**config.mk**
```make
export PLATFORM = sky130hd
export DESIGN_NAME = rsa_result_streamer
export DESIGN_NICKNAME = d
export VERILOG_FILES = /design/src/rtl/rsa_result_streamer.sv
export SDC_FILE = /design/constraint.sdc
export NUM_CORES = 2
export LEC_CHECK = 0
export CORE_AREA = 5 5 421 423
export CTS_CLUSTER_DIAMETER = 100
export CTS_CLUSTER_SIZE = 30
export DETAILED_ROUTE_END_ITERATION = 8
export DIE_AREA = 0 0 426 428
export PLACE_DENSITY_LB_ADDON = 0.15
export SYNTH_ARGS = -nofsm -noshare
export SYNTH_HDL_FRONTEND = slang
export SYNTH_SLANG_ARGS = --single-unit
```
**constraint.sdc**
```tcl
create_clock -name clk_i -period 6.5 [get_ports clk_i]
set_clock_uncertainty 0.15 [all_clocks]
set_input_delay 0.975 -clock clk_i [delete_from_list [all_inputs] [get_ports clk_i]]
set_output_delay 0.975 -clock clk_i [all_outputs]
set_load 0.03 [all_outputs]
```
**src/rtl/rsa_result_streamer.sv**
```systemverilog
// rsa_result_streamer
// Captures the full modular-exponentiation result from the MonPro core in one
// parallel transfer, then streams it to the host as DATA_WIDTH-bit words over
// a valid/ready handshake, least-significant word first (the same order in
// which operands are loaded into the core).

module rsa_result_streamer #(
    parameter int DATA_WIDTH = 64,
    parameter int NUM_WORDS  = 16,
    parameter int CNT_WIDTH  = 4
) (
    input  logic                            clk_i,
    input  logic                            rst_ni,
    input  logic                            res_valid_i,
    input  logic [DATA_WIDTH*NUM_WORDS-1:0] res_data_i,
    output logic                            res_ready_o,
    input  logic                            get_result_i,
    output logic                            out_valid_o,
    output logic [DATA_WIDTH-1:0]           out_data_o,
    input  logic                            out_ready_i,
    output logic                            out_last_o,
    output logic [CNT_WIDTH-1:0]            word_idx_o,
    output logic                            busy_o
);

    localparam logic [CNT_WIDTH-1:0] LAST_IDX = CNT_WIDTH'(NUM_WORDS - 1);

    typedef enum logic [1:0] {
        IDLE,
        LOADED,
        STREAM
    } state_e;

    state_e                 state_q, state_d;

    // The stored result is kept as an array of words so the streamed word
    // can be selected directly by the word index.
    logic [DATA_WIDTH-1:0]  result_q [NUM_WORDS];
    logic                   capture;

    logic [CNT_WIDTH-1:0]   word_idx_q, word_idx_d;
    logic [CNT_WIDTH-1:0]   next_idx;
    logic [DATA_WIDTH-1:0]  out_data_q, out_data_d;
    logic                   out_valid_q, out_valid_d;
    logic                   out_last_q, out_last_d;

    logic                   handshake;
    logic                   at_last;

    assign handshake = out_valid_q && out_ready_i;
    assign at_last   = (word_idx_q == LAST_IDX);
    assign next_idx  = word_idx_q + CNT_WIDTH'(1);

    // State register; reset returns the block to IDLE from any state.
    always_ff @(posedge clk_i or negedge rst_ni) begin
        if (!rst_ni) begin
            state_q <= IDLE;
        end else begin
            state_q <= state_d;
        end
    end

    // Next-state logic: capture in IDLE, start on getResult in LOADED,
    // return to IDLE once the last word has been accepted.
    always_comb begin
        state_d = state_q;
        case (state_q)
            IDLE: begin
                if (res_valid_i) begin
                    state_d = LOADED;
                end
            end
            LOADED: begin
                if (get_result_i) begin
                    state_d = STREAM;
                end
            end
            STREAM: begin
                if (handshake && at_last) begin
                    state_d = IDLE;
                end
            end
            default: begin
                state_d = IDLE;
            end
        endcase
    end

    // Output/datapath next values; all streamed outputs are registered so
    // out_ready only ever reaches out_data through a flop.
    always_comb begin
        capture     = 1'b0;
        word_idx_d  = word_idx_q;
        out_data_d  = out_data_q;
        out_valid_d = out_valid_q;
        out_last_d  = out_last_q;
        case (state_q)
            IDLE: begin
                capture     = res_valid_i;
                word_idx_d  = '0;
                out_data_d  = '0;
                out_valid_d = 1'b0;
                out_last_d  = 1'b0;
            end
            LOADED: begin
                if (get_result_i) begin
                    word_idx_d  = '0;
                    out_data_d  = result_q[0];
                    out_valid_d = 1'b1;
                    out_last_d  = (LAST_IDX == '0);
                end
            end
            STREAM: begin
                if (handshake) begin
                    if (at_last) begin
                        word_idx_d  = '0;
                        out_data_d  = '0;
                        out_valid_d = 1'b0;
                        out_last_d  = 1'b0;
                    end else begin
                        word_idx_d  = next_idx;
                        out_data_d  = result_q[next_idx];
                        out_valid_d = 1'b1;
                        out_last_d  = (next_idx == LAST_IDX);
                    end
                end
            end
            default: begin
                word_idx_d  = '0;
                out_data_d  = '0;
                out_valid_d = 1'b0;
                out_last_d  = 1'b0;
            end
        endcase
    end

    // Result register: loaded in a single transfer, cleared by reset so a
    // reset discards any stored result.
    always_ff @(posedge clk_i or negedge rst_ni) begin
        if (!rst_ni) begin
            for (int i = 0; i < NUM_WORDS; i++) begin
                result_q[i] <= '0;
            end
        end else if (capture) begin
            for (int i = 0; i < NUM_WORDS; i++) begin
                result_q[i] <= res_data_i[i*DATA_WIDTH +: DATA_WIDTH];
            end
        end
    end

    // Streamed-word registers: index, data, valid and last flag.
    always_ff @(posedge clk_i or negedge rst_ni) begin
        if (!rst_ni) begin
            word_idx_q  <= '0;
            out_data_q  <= '0;
            out_valid_q <= 1'b0;
            out_last_q  <= 1'b0;
        end else begin
            word_idx_q  <= word_idx_d;
            out_data_q  <= out_data_d;
            out_valid_q <= out_valid_d;
            out_last_q  <= out_last_d;
        end
    end

    assign res_ready_o = (state_q == IDLE);
    assign busy_o      = (state_q != IDLE);
    assign out_valid_o = out_valid_q;
    assign out_data_o  = out_data_q;
    assign out_last_o  = out_last_q;
    assign word_idx_o  = word_idx_q;

endmodule

```
==> metrics.yaml <==
yosys:
  ys_seq_area_share_pct: 56.5
  syn_area_sq_mm: 0.0486
  synth_edf_count: 0
  syn_nets: 3926
  ys_types: 31
  synth_top_area_cell: "dfrtp_1"
  synth_flop_cell: "dfrtp_1"
  ys_async_sr_fraction_pct: 100
  synth_top_area_share_pct: 56.5
  synth_warnings: 0
  syn_area_per_cell_sq_um: 16.8
  synth.area.top_cells: "dfrtp_1, mux2_2, mux4_2"
  syn_inst: 2891
  ys_ff_latch: 1096
grt:
  grt_max_degree: 156
  grt_antenna_before_repair: 128
  grt_pass1_vias: 32300
  grt_pass1_wl_mm: 260
  grt_use_total_pct: 19.9
  grt_overflow: 0
clock_tree:
  numCtsBuffers: 52
  cts-resized-gates: 0
  cts_sinks: 1096
  hold_buffers: 0
  cts_setup_buffers: 0
  htree_levels: 2
  tritoncts: "yes"
  clk_path_buf_depth: 3
  cts_root_buf: "clkbuf_16"
  clock_latency_ps: 690
  clk_pin_slew_ps: 120
setup_path:
  worst_ep_arrival_time_ps: 3100
  critPathCaptureType: "output port"
  crit_type: "reg2out"
  cpMaxStageDelayCell: "dfrtp_4"
  worstPathCellList: "buf_12 -> clkdlybuf4s50_1"
  start_kind: "flop"
  slowest_delay_ps: 990
  worstPathMaxFanout: 70
  required_ps: 5370
placed_design:
  gp_congestion: 0.839
  port_buffers: 1100
  hpwl_mm: 138
  placed_cells: 6160
timing:
  slew_headroom_pct: 23.0
  setup_viol: 0
  min_period_over_period_pct: 65.0
  tns_ps: 0
  worstMarginPinSlew_ps: 1150
  min_period_ps: 4220
  hold_viol: 0
  rsz0062_at_grt: "no"
  fmax_mhz: 237
  drv_slew: 0
floorplan:
  die_area_sq_mm: 0.182
  boundaryPins: 1101
  core_area_sq_mm: 0.173
  fp-row-count: 153
  initial_utilization_pct: 28.1
  die_h_um: 428
  dieWidth_um: 426
pwr:
  design_power_total_mw: 29.5
  power.ir.vdd_worst_v: 0.000268
  powerDensity_mw_per_mm2: 459
  p_leak_nw: 26.2
outcome:
  status: "completed"
routing:
  drc_errors: 0
  drt-total-wl_mm: 186
  vias: 30400
  viasPerCell: 4.81
  drt_first_pass_iters: 5
  ant_nets: 0
  routedWlPerCell_um: 29.5
  drtIter0Drc: 1695
finish:
  final_cell_count_no_fill: 6320
  syn2layout_area_growth_pct: 32.2
  drive_above_1_share_pct: 36.7
  fin_nets: 4924
run:
  cap_violations: 0
hold_path:
  hp-class: "in2async"
==> metrics by stage <==
step / instance area, sq um / setup WS (ps) / hold WS [ps] / util (%)
floorplan: 48600 / 3600 / 324 / -
global placement: 62200 / 2520 / 332 / 35.9
detailed placement: 62200 / 2510 / 337 / 35.9
CTS: 64000 / 2060 / 127 / 37.0
global route: 64200 / 1980 / 182 / 37.1
finish: 64200 / 2280 / 167 / 37.1
==> critical path, delay by kind of cell (launching register included) <==
kind | cells | cell delay [ps]
buf+inv | 2 | 1360
flops | 1 | 990
==> cell type report <==
cell class	instances	area (sq um)
clock inverter	32	489
sequential	1096	27400
inverter	7	26.3
fill	16700	109000
timing repair buffer	1155	11800
clock buffer	58	1390
tap	2325	2910
multi-input combinational	1577	20000
antenna	70	175
==> Yosys cell counts, drive strengths merged (2+ instances only) <==
| cell | instances |
|---|---|
| mux2i | 128 |
| o221ai | 64 |
| nand2b | 3 |
| a22oi | 64 |
| nand4 | 2 |
| dfrtp | 1096 |
| buf | 158 |
| mux4 | 256 |
| xor2 | 2 |
| nor2 | 2 |
| o21ai | 7 |
| inv | 7 |
| ha | 6 |
| nand3 | 3 |
| mux2 | 1025 |
| clkbuf | 53 |
| nand2 | 7 |
==> kinds of logic (layout without fill, tap and decap cells) <==
kind of cell / Yosys count / after routing / synth area share [%]
multiplexers: 1409 / 1409 / 38.3
AND/OR/NAND/NOR: 19 / 19 / 0.227
AO/OA/AOI/OAI: 141 / 141 / 2.35
buffers and inverters: 218 / 1252 / 2.48
flip-flops: 1096 / 1096 / 56.5
other: 0 / 70 / 0
adder cells (fa/ha/maj): 6 / 6 / 0.155
XOR/XNOR: 2 / 2 / 0.0515
==> final timing paths <==
path	slack [ps]	from	cells past startpoint	endpoint
min reg2reg	360	result_q[712]$_DFFE_PN0P_	1	result_q[712]$_DFFE_PN0P_
max reg2reg	2670	word_idx_o[0]$_DFFE_PN0P_	7	out_data_o[60]$_DFFE_PN0P_
min	170	rst_ni	1	result_q[182]$_DFFE_PN0P_
min in group clk_i	360	result_q[712]$_DFFE_PN0P_	1	result_q[712]$_DFFE_PN0P_
max	2280	word_idx_o[0]$_DFFE_PN0P_	2	word_idx_o[0]
max in group asynchronous	4550	rst_ni	3	result_q[772]$_DFFE_PN0P_
==> registers in the layout (all words and copies together), names as in the netlist <==
signal / flops
out_data_o: 64
out_last_o: 1
out_valid_o: 1
result_q: 1024
state_q: 2
word_idx_o: 4
==> cell usage in the layout (no fill, tap or decap), drive strengths merged, types with 4 or more instances in the layout <==
cell           count
clkdlybuf4s50   1099
dfrtp           1096
mux2            1025
mux4             256
mux2i            128
diode             70
a22oi             64
o221ai            64
clkbuf            58
buf               56
inv               17
clkinv            15
nand2              7
o21ai              7
ha                 6
bufinv             4
==> per-layer routing <==
metal  vias to the layer above  global-route usage [%]  wire [um]
met1                     16200                    25.1      76700
li1                      13000                       -          -
met3                       240                    4.33       9920
met4                        36                    8.05       5490
met2                       823                    33.1      94000
met5                         -                       0        237
==> report_power, final <==
| group | internal (mW) | total, mW | leakage, nW | switching, mW |
|---|---|---|---|---|
| Combinational | 7.21 | 12.5 | 12.2 | 5.29 |
| Sequential | 10.3 | 12.5 | 13.0 | 2.26 |
| Clock | 1.81 | 4.42 | 0.901 | 2.62 |
No activity file was read; power rests on OpenSTA's default activity.
